$ cat config.mk
export PLATFORM = sky130hd
export DESIGN_NAME = req_ack_responder
export DESIGN_NICKNAME = d
export VERILOG_FILES = /design/src/rtl/req_ack_responder.sv
export SDC_FILE = /design/constraint.sdc
export NUM_CORES = 1
export LEC_CHECK = 0
export CAP_MARGIN = 40
export CORE_UTILIZATION = 35
export DETAILED_ROUTE_END_ITERATION = 8
export GPL_ROUTABILITY_DRIVEN = 0
export MAX_ROUTING_LAYER = met4
export PLACE_DENSITY = 0.72
export SYNTH_ARGS = -nofsm -noshare
export SYNTH_HDL_FRONTEND = slang
export SYNTH_SLANG_ARGS = --single-unit
$ cat constraint.sdc
create_clock -name clk -period 3.05 [get_ports clk]
set_input_delay 0.305 -clock clk [delete_from_list [all_inputs] [get_ports clk]]
set_output_delay 0.305 -clock clk [all_outputs]
set_load 0.01 [all_outputs]
$ cat src/rtl/req_ack_responder.sv
// Responder end of a req/ack handshake: every req is answered exactly ACK_DELAY cycles
// later with a one-cycle ack carrying either the captured payload (valid) or an error flag.
module req_ack_responder #(
    parameter int DATA_W    = 8,
    parameter int ACK_DELAY = 1,
    parameter int CNT_W     = 16
) (
    input  logic              clk,
    input  logic              reset_n,
    input  logic              req,
    input  logic [DATA_W-1:0] req_data,
    input  logic              flush,
    output logic              ack,
    output logic              valid,
    output logic [DATA_W-1:0] data,
    output logic              error,
    output logic              busy,
    output logic [CNT_W-1:0]  req_cnt,
    output logic [CNT_W-1:0]  err_cnt
);

    if (ACK_DELAY < 1 || ACK_DELAY > 3) begin : g_bad_delay
        $error("req_ack_responder: ACK_DELAY must be in 1..3");
    end

    logic [ACK_DELAY-1:0] r_vld;
    logic [DATA_W-1:0]    r_pay [ACK_DELAY];
    logic                 r_valid;
    logic                 r_error;
    logic                 r_busy;
    logic [CNT_W-1:0]     r_req_cnt;
    logic [CNT_W-1:0]     r_err_cnt;

    logic [ACK_DELAY-1:0] w_vld_nxt;
    logic [DATA_W-1:0]    w_raw [ACK_DELAY];
    logic [DATA_W-1:0]    w_pay_nxt [ACK_DELAY];
    logic                 w_req_acc;
    logic                 w_last_nz;
    logic                 w_good_nxt;
    logic                 w_err_nxt;

    // Next pipeline contents; the last stage stores the already-masked response payload
    always_comb begin
        w_vld_nxt  = {ACK_DELAY{1'b0}};
        for (int i = 0; i < ACK_DELAY; i++) begin
            w_raw[i]     = {DATA_W{1'b0}};
            w_pay_nxt[i] = {DATA_W{1'b0}};
        end
        w_req_acc    = req & ~flush;
        w_vld_nxt[0] = w_req_acc;
        w_raw[0]     = req_data;
        for (int i = 1; i < ACK_DELAY; i++) begin
            w_vld_nxt[i] = r_vld[i-1] & ~flush;
            w_raw[i]     = r_pay[i-1];
        end
        w_last_nz  = |w_raw[ACK_DELAY-1];
        w_good_nxt = w_vld_nxt[ACK_DELAY-1] & w_last_nz;
        w_err_nxt  = w_vld_nxt[ACK_DELAY-1] & ~w_last_nz;
        for (int i = 0; i < ACK_DELAY; i++) begin
            w_pay_nxt[i] = w_raw[i];
        end
        if (w_good_nxt) begin
            w_pay_nxt[ACK_DELAY-1] = w_raw[ACK_DELAY-1];
        end else begin
            w_pay_nxt[ACK_DELAY-1] = {DATA_W{1'b0}};
        end
    end

    // Pipeline shift, registered response flags and saturating statistics
    always_ff @(posedge clk or negedge reset_n) begin
        if (!reset_n) begin
            r_vld     <= {ACK_DELAY{1'b0}};
            for (int i = 0; i < ACK_DELAY; i++) begin
                r_pay[i] <= {DATA_W{1'b0}};
            end
            r_valid   <= 1'b0;
            r_error   <= 1'b0;
            r_busy    <= 1'b0;
            r_req_cnt <= {CNT_W{1'b0}};
            r_err_cnt <= {CNT_W{1'b0}};
        end else begin
            r_vld <= w_vld_nxt;
            for (int i = 0; i < ACK_DELAY; i++) begin
                r_pay[i] <= w_pay_nxt[i];
            end
            r_valid <= w_good_nxt;
            r_error <= w_err_nxt;
            r_busy  <= |w_vld_nxt;
            if (w_req_acc && (r_req_cnt != {CNT_W{1'b1}})) begin
                r_req_cnt <= r_req_cnt + {{(CNT_W-1){1'b0}}, 1'b1};
            end else begin
                r_req_cnt <= r_req_cnt;
            end
            // err_cnt steps on the same edge that raises the error pulse
            if (w_err_nxt && (r_err_cnt != {CNT_W{1'b1}})) begin
                r_err_cnt <= r_err_cnt + {{(CNT_W-1){1'b0}}, 1'b1};
            end else begin
                r_err_cnt <= r_err_cnt;
            end
        end
    end

    assign ack     = r_vld[ACK_DELAY-1];
    assign data    = r_pay[ACK_DELAY-1];
    assign valid   = r_valid;
    assign error   = r_error;
    assign busy    = r_busy;
    assign req_cnt = r_req_cnt;
    assign err_cnt = r_err_cnt;

endmodule
# Word-level counts from Yosys, hierarchy flattened
# Cells that the tools add are included.
[totals] register_bits=43 n_memories=0 latch_bits=0 output_inout_bits=44 word_cells=19 ramBits=0 mem_bits_ro=0
[classes] n_lt_le_gt_ge=0 bitwise_logic=5 shift=0 n_eq_ne=2 add_sub_neg=2 div_mod_pow=0 multipliers=0 muxes=1 n_reduce_logical=3
[ops] operator="$add A16 B1 Y16 const B" count=2
[ops] operator="$ne A16 B16 Y1 const B" count=2
[ops] operator="$mux W8" count=1
[ops] operator="$reduce_or A8 Y1" count=1
[ops] operator="$and A1 B1 Y1" count=3
[ops] operator="$logic_and A1 B1 Y1" count=2
[ops] operator="$not A1 Y1" count=2

# Depth between registers and ports, before layout
# Gate-level depths: netlist (run 1).
[logic_depth] word_depth=4 ltp_mapped=6 ltp_nobuf=5

# Least setup slack after synthesis (run 1)
# OpenSTA, ideal clock, no wires.
[synth_path] path_type="flip-flop to flip-flop" from="register r_err_cnt[0], in the netlist err_cnt[0]" to="register r_err_cnt[15], in the netlist err_cnt[15]" arrival_time_ns=1.628 path_stages_with_launch=7 period_less_slack_ns=1.766 slack_ns=1.284 n_path_buf=1 path_cell_list="dfrtp_1 ha_1 nand4_1 nor4_2 buf_4 nor4_1 xor2_1"
[synth_via] elab_chain_cells=2 word_cells_on_any_way=3 cone_classes="add/sub: 1; eq/ne: 1; reduce/logical: 1"
[synth_lines] item="start, declared" line_no="32" source="logic [CNT_W-1:0] r_err_cnt;"
[synth_lines] item="start signal, assigned" line_no="80" source="r_err_cnt <= {CNT_W{1'b0}};"
[synth_lines] item="start signal, assigned" line_no="96" source="r_err_cnt <= r_err_cnt + {{(CNT_W-1){1'b0}}, 1'b1};"
[synth_lines] item="start signal, assigned" line_no="98" source="r_err_cnt <= r_err_cnt;"
[synth_lines] item="parallel branches: the longest is 2 deep, another holds $add A16 B1 Y16"
# Several ways; the timed one is not identified.
# A chain may end at the register's enable or synchronous reset.

# Worst setup path in the final report (run 1)
[layout_path] from="input flush" to="register r_err_cnt[12], in the netlist err_cnt[12]"
[layout_via] elab_chain_cells=4
[layout_lines] item="start, declared" line_no="12" source="input logic flush,"
[layout_lines] item="$not A1 Y1" line_no="49" source="w_req_acc = req & ~flush;"
[layout_lines] item="$and A1 B1 Y1" line_no="49"
[layout_lines] item="$and A1 B1 Y1" line_no="58" source="w_err_nxt = w_vld_nxt[ACK_DELAY-1] & ~w_last_nz;"
[layout_lines] item="$logic_and A1 B1 Y1" line_no="95" source="if (w_err_nxt && (r_err_cnt != {CNT_W{1'b1}})) begin"
# No other way between the ends.

==> results of run 1 <==
[cells in the mapped netlist, types with 3 or more instances]
cell	instances	share of area, %
sky130_fd_sc_hd__nor4_4	3	3.1
sky130_fd_sc_hd__nor3_1	5	1.2
sky130_fd_sc_hd__dfrtp_1	43	53
sky130_fd_sc_hd__nor4_2	5	3.1
sky130_fd_sc_hd__nor4_1	8	2.5
sky130_fd_sc_hd__xor2_1	21	9.0
sky130_fd_sc_hd__nor2_1	5	0.92
sky130_fd_sc_hd__and2_1	9	2.8
sky130_fd_sc_hd__nand2_1	8	1.5
sky130_fd_sc_hd__nand4_1	10	3.1
sky130_fd_sc_hd__xnor2_1	4	1.7
sky130_fd_sc_hd__nand3_1	12	3.0
sky130_fd_sc_hd__and3_1	3	0.92
[power by group]
part / switching (mW) / total, mW / internal [mW]
registers: 0.0766 / 0.694 / 0.618
logic: 0.111 / 0.258 / 0.147
clock network: 0.187 / 0.452 / 0.265
total: 0.375 / 1.40 / 1.03
[layout by cell type (no fill, tap or decap), types with 2 or more instances in the layout]
master and count:
sky130_fd_sc_hd__nor4_4 3, sky130_fd_sc_hd__nand4_1 10, sky130_fd_sc_hd__and3_1 3, sky130_fd_sc_hd__nor3_1 5, sky130_fd_sc_hd__a41oi_1 2, sky130_fd_sc_hd__dfrtp_1 43, sky130_fd_sc_hd__or2_2 2, sky130_fd_sc_hd__ha_1 2
sky130_fd_sc_hd__nor4_2 5, sky130_fd_sc_hd__inv_1 2, sky130_fd_sc_hd__xnor2_1 4, sky130_fd_sc_hd__nand2_1 8, sky130_fd_sc_hd__a31oi_1 2, sky130_fd_sc_hd__and2_1 9, sky130_fd_sc_hd__nor2_1 5, sky130_fd_sc_hd__a21oi_1 2
sky130_fd_sc_hd__nand3_1 12, sky130_fd_sc_hd__mux2_2 2, sky130_fd_sc_hd__clkbuf_8 6, sky130_fd_sc_hd__clkdlybuf4s50_1 54, sky130_fd_sc_hd__xor2_1 21, sky130_fd_sc_hd__nor3b_1 2, sky130_fd_sc_hd__nor4_1 8
[stage by stage]
stage,instances,util [%],hold WS [ps]
final,303,50.4,507
after global routing,303,50.4,544
after CTS,303,50.4,505
after detailed placement,294,48.1,315
after global placement,293,47.6,495
after floorplan,171,-,9.41
[worst paths after layout]
kind,endpoint,slack (ps),start
max,err_cnt[12],1000,flush
min,err_cnt[15],510,err_cnt[15]
max reg2reg,err_cnt[1],1070,err_cnt[0]
min reg2reg,err_cnt[15],510,err_cnt[15]
max in group asynchronous,error,2030,reset_n
min in group asynchronous,busy,540,reset_n
[registers in the layout (all words and copies together) (netlist names)]
name / flops
err_cnt: 16
req_cnt: 16
data: 8
busy: 1
error: 1
valid: 1
[final cells by class]
type / count / area (µm²)
flip-flops and latches: 43 / 1080
clock buffers: 6 / 82.6
multi-input cells: 120 / 912
fillers: 513 / 2750
repair buffers: 58 / 591
inverters: 2 / 7.51
clock inverters: 2 / 35.0
well taps: 72 / 90.1
[layer usage]
metal  wire (µm)  GRT usage [%]  vias up
met2        1860           22.5       45
met5           0              -        -
li1            -              -      744
met1        1790           18.7      753
met4          41           5.00        0
met3         232           4.07        4
[timing repair]
action / in CTS / in global routing
hold endpoints to repair: 13 / 0
gates resized for setup: 0 / 0
hold buffers: 1 / 0
[worst reg2reg max path, cell delays in order, from the launching register on]
cell and delay (ps):
sky130_fd_sc_hd__dfrtp_1 400, sky130_fd_sc_hd__ha_1 200, sky130_fd_sc_hd__nand4_1 300, sky130_fd_sc_hd__nor4_2 300, sky130_fd_sc_hd__buf_4 250, sky130_fd_sc_hd__nor2_1 90
sky130_fd_sc_hd__mux2_1 310
[cell families (layout without fill, tap and decap cells)]
group	after synthesis	in the layout	synth area share [%]
compound gates	10	10	3.57
xor+xnor	25	25	10.8
fa+ha+maj	2	2	1.23
buf+inv	8	68	2.27
flops	43	43	52.9
mux	3	3	1.66
simple gates	80	80	27.6
==> summary.md, run 1 <==
Entering global routing, the biggest net connects 23 pins. The total area inside the core boundary comes to 5540 µm². The flow ran to the end, and the final reports show no timing, DRC or antenna violations.

On the critical path, the stage with the largest delay is an instance of sky130_fd_sc_hd__clkdlybuf4s50_1. The clock insertion delay at the later pin of the skew report was 290 ps; the total power density per cell area was 503 nW/µm². The design draws 1.40 mW. The tools report the type of origin of the critical path as a primary input. After synthesis, the mean cell area works out to 11.9 µm². The initial antenna violation count was 0; the number of input and output port buffers inserted was 55.

The kind of cell adding the most delay to the critical path was simple AND/OR/NAND/NOR gates. Wire length after detailed routing: 3920 µm. After synthesis the cells add up to 2030 µm².

The depth of the most critical reg-to-reg path was 6; the post-layout minimum cycle time was 2050 ps. The HPWL after detailed placement is 2890 µm. The design area was 2790 µm²; the average wire per cell in the routed design was 12.9 µm.

Clock tree synthesis found a total of 43 sinks. The fraction of final layout cells sized beyond drive strength 1 was 11.3%; the sequential area share after synthesis was 52.9%. The number of pins with negative max-slew slack in the final report was 0. The worst setup path is captured at a flop. TritonCTS built the clock tree.

The clock arrives with 6.24 ps of skew. Setup repair after global routing left no endpoint under its margin. The tools report the number of global-route vias before repair as 1453. In this run, synthesis produced a sequential element count of 43. Detailed routing inserted a total of 1546 vias. In the routed design, unresolved DRC markers number 0.

VDD sags by at most 0.000359 V. Using the TritonRoute via totals, the vias-per-cell ratio works out to 5.10. The clock passes through at most 2 buffers. The tools report the standard-cell row count as 27.

Clock tree synthesis inserted a total of 5 buffers. The clock-pin slew on the worst setup and hold paths was 80 ps. The worst path uses 67.3% of the clock period. For this design the static power due to leakage is 1.21 nW.

The critical path runs through a total of 6 cells. The final layout contains 244 nets. The number of failing hold endpoints at the final stage was 0; the horizontal die dimension was 78.2 µm. Synthesis produced 171 cells. In this run, synthesis inferred 0 flip-flops with an integrated enable. For the worst setup path, the data arrival time is 2230 ps. Of all flip-flops after synthesis, the portion carrying an async set or reset was 100%. For this run the aggregate overflow at the end of global routing stands at 0. Derived from the worst setup path, the maximum achievable clock frequency is 0.487 GHz. The number of iterations in the first detailed-routing pass was 4. The transition time of the tightest slew-check pin works out to 583 ps. 0 antenna diodes ended up in the layout.

The number of setup buffers added after CTS is 0, and the starting utilization of the core area is 36.7%. The logs give 0 for the count of nets left with antenna violations after detail routing and 6120 µm² for the die footprint. Global routing consumed, over all layers together, 14.7% of the routing resources. The cell area reported after detailed placement was 2670 µm²; the worst endpoint required time was 3230 ps. The boundary pin count is 56, and the number of stages on the worst hold path is 1. The setup TNS is 0 ps, and the number of max-capacitance violations reported is 0. Counting distinct cell types in the post-synthesis netlist gives 39. The synthesis-to-finish area growth came out at 37.3%.

The buffer cell driving the clock tree root was sky130_fd_sc_hd__clkbuf_8. For this run, the slowest stage of the critical path takes 400 ps. Before CTS, the worst setup slack after placement is 654 ps.

The H-tree level count was 2. When the netlist entered floorplanning its net count stood at 185. The class of the tightest hold or removal check is flop to flop. The most instantiated flip-flop cell in the synthesis netlist is sky130_fd_sc_hd__dfrtp_1. In this run the tightest slew margin relative to its limit is 60.8%.

Yosys printed 0 warnings. The top fanout value on the critical path is 16. The first routing iteration left 67 violations. Walking the worst path, the cells encountered are clkdlybuf4s50_1, nand2b_1, inv_1, nand3_4, nor4_1, mux2_2. In this run the vertical extent of the chip is 78.2 µm. For the slack of the critical path, the log shows 997 ps.

The first global-routing pass estimated 6870 µm of wire. Setup violations remaining at the end of the flow were counted as 0. The critical path contains buffers and inverters numbering 2 combined. The critical path is of the primary input to flop type.
Power figures use the tool's default switching activity.
==> run 2: changes to the inputs <==
==> constraint.sdc (replaced) <==
create_clock -name clk -period 1.9 [get_ports clk]
set_input_delay 0.19 -clock clk [delete_from_list [all_inputs] [get_ports clk]]
set_output_delay 0.19 -clock clk [all_outputs]
set_load 0.01 [all_outputs]
==> summary.md, run 2 (synthesis gave the netlist of run 1 again) <==
The number of iterations in the first detailed-routing pass is 4 (unchanged). The number of failing hold endpoints at the final stage was 0 (unchanged); the cell area reported after detailed placement was 2740 µm² (was 2670 µm²). The standard cell with the maximum stage delay on the critical path was sky130_fd_sc_hd__dfrtp_1 (was sky130_fd_sc_hd__clkdlybuf4s50_1). The most common cell after layout, fill and taps aside was sky130_fd_sc_hd__clkdlybuf4s50_1 (unchanged). The total power density per cell area is 782 nW/µm² (was 503 nW/µm²).

The buffer cell driving the clock tree root is sky130_fd_sc_hd__clkbuf_8 (unchanged). The average wire per cell in the routed design is 12.5 µm (was 12.9 µm). The number of global-route vias before repair was 1460 (was 1453). Setup repair after global routing left no endpoint under its margin.

The tools report the number of buffers inserted during clock tree synthesis as 5 (unchanged). The maximum single-stage delay on the critical path was 410 ps (was 400 ps); the post-route fraction of the period consumed by the critical path was 87.1%. The headroom to the max-slew limit is 64.7% (was 60.8%), and the number of gates resized after cts is 0 (unchanged).

The logs give 0 (unchanged) for the total overflow reported by the global router and 6120 µm² (unchanged) for the die footprint. The synthesis-to-finish area growth works out to 40.9% (was 37.3%). The maximum clock path buffer count was 2 (unchanged). The height of the die is 78.2 µm (unchanged). The largest voltage drop on the vdd net is 0.000461 V (was 0.000359 V). The type of origin of the critical path is a flop (was a primary input).

The number of setup violations in the final report is 0 (unchanged). Sort of element at the end of the critical path: a flop (unchanged). The total placed cells including tap cells is 307 (was 294). The design area is 2870 µm² (was 2790 µm²).

The maximum achievable frequency was 0.604 GHz. The global-route wire length before repair was 6790 µm (was 6870 µm). The total via count after detailed routing was 1591 (was 1546).

The class of the tightest hold or removal check is primary input to async pin (was flop to flop). The maximum number of pins on one net before global-route repair was 44 (was 23). The horizontal die dimension works out to 78.2 µm (unchanged). The clock-pin slew on the worst setup and hold paths is 80 ps (about the same), and the clock insertion delay at the later pin of the skew report is 290 ps (about the same). The global-route usage over all layers is 14.4% (was 14.7%).

The transition time of the tightest slew-check pin is 530 ps (was 583 ps), and the post-layout minimum cycle time is 1660 ps. The number of max-capacitance violations reported was 0 (unchanged); the count of nets left with antenna violations after detail routing was 0 (unchanged). The logs give 2070 ps (was 3230 ps) for the worst endpoint required time and 103 (was 67) for the number of design-rule violations left by the first detailed-router iteration. The count of nets after finishing was 257 (was 244). The type of the setup path with the least slack was flop to flop (was primary input to flop).

The logs give 0 (unchanged) for the initial antenna violation count and 0 (unchanged) for the detailed-route DRC error count. The number of fill cells in the layout is 533 (was 513). The starting utilization of the core area was 36.7% (unchanged); the core outline area was 5540 µm² (unchanged). TritonCTS built the clock tree.

The clock sink total came out at 43 (unchanged). The run gives 500 ps (was 507 ps) as the worst hold slack. Number of input and output port buffers inserted: 55 (unchanged). The number of diodes added for antenna fixing came out at 0 (unchanged). The critical path arrival was 1830 ps (was 2230 ps). The standard-cell row count is 27 (unchanged). The run finished with clean final reports. The tools report the number of standard cells in the layout, taps in and fillers out as 316 (was 303). The fraction of final layout cells sized beyond drive strength 1 works out to 16.0% (was 11.3%).

The leakage power summed over all cells is 1.26 nW (was 1.21 nW), and the H-tree level count is 2 (unchanged). Clock tree skew after final layout: 8.14 ps (was 6.24 ps). The logs give 2910 µm (was 2890 µm) for the HPWL reported at the end of detailed placement and 3960 µm (was 3920 µm) for the wire length after detailed routing. The run gives 0 (unchanged) as the number of pins with negative max-slew slack in the final report.

The top fanout value on the critical path came out at 4 (was 16). The via count normalized by instance count is 5.03 (was 5.10). Most used cells in the layout excluding fill and tap cells: sky130_fd_sc_hd__clkdlybuf4s50_1, sky130_fd_sc_hd__dfrtp_1, sky130_fd_sc_hd__xor2_1 (unchanged). The run gives 56 (unchanged) as the boundary pin count. CP cell instances: ha_1, nand4_1, nor4_2, nor2_1, mux2_1 (was clkdlybuf4s50_1, nand2b_1, inv_1, nand3_4, nor4_1, mux2_2).
-- run 2: worst paths after layout --
check | startpoint | end | slack [ps] | depth (start not counted)
worst min-delay path | reset_n | data[6] | 500 | 3
max in group asynchronous | reset_n | req_cnt[11] | 1030 | 3
min in group clk | err_cnt[15] | err_cnt[15] | 510 | 1
worst max-delay path | err_cnt[0] | err_cnt[1] | 240 | 5
worst min register to register | err_cnt[15] | err_cnt[15] | 510 | 1
worst max register to register | err_cnt[0] | err_cnt[1] | 240 | 5
-- run 2: through the flow --
stage	setup TNS [ps]	total power, mW	utilization [%]	setup slack [ps]
after global placement	-137	1.56	49.5	-62.6
final	0	2.24	51.7	244
after global routing	0	2.39	51.7	57.8
after CTS	0	2.28	51.7	210
after detailed placement	-304	1.56	49.5	-80.0
after floorplan	0	1.30	-	134
-- run 2: report_power, final --
part | switching [mW] | internal [mW]
logic | 0.201 | 0.250
clock network | 0.311 | 0.391
registers | 0.0971 | 0.992
-- run 2: final cells by class --
class	count	area, µm²	share of cell area (%)
multi-input combinational	120	912	31.8
sequential	43	1080	37.5
tap	72	90.1	3.14
clock inverter	3	43.8	1.53
timing repair buffer	71	668	23.3
clock buffer	5	68.8	2.40
inverter	2	7.51	0.262
-- run 2: worst max-delay path, delay by kind of cell (launching register included) --
kind / cells / cell delay (ps)
adders and majority gates: 1 / 200
and+or+nand+nor: 3 / 610
muxes: 1 / 320
DFF: 1 / 410
-- run 2: metal layers --
layer  part of all wire, %  global-route usage [%]
met3                   5.3                    3.37
met2                    47                    21.8
met1                    47                    18.9
met5                     0                       -
met4                   1.3                    5.00
-- run 2: what timing repair did --
item	4_1_cts	5_1_grt
hold buffers	1	0
endpoints found under the hold margin	43	0
buffers inserted	0	0
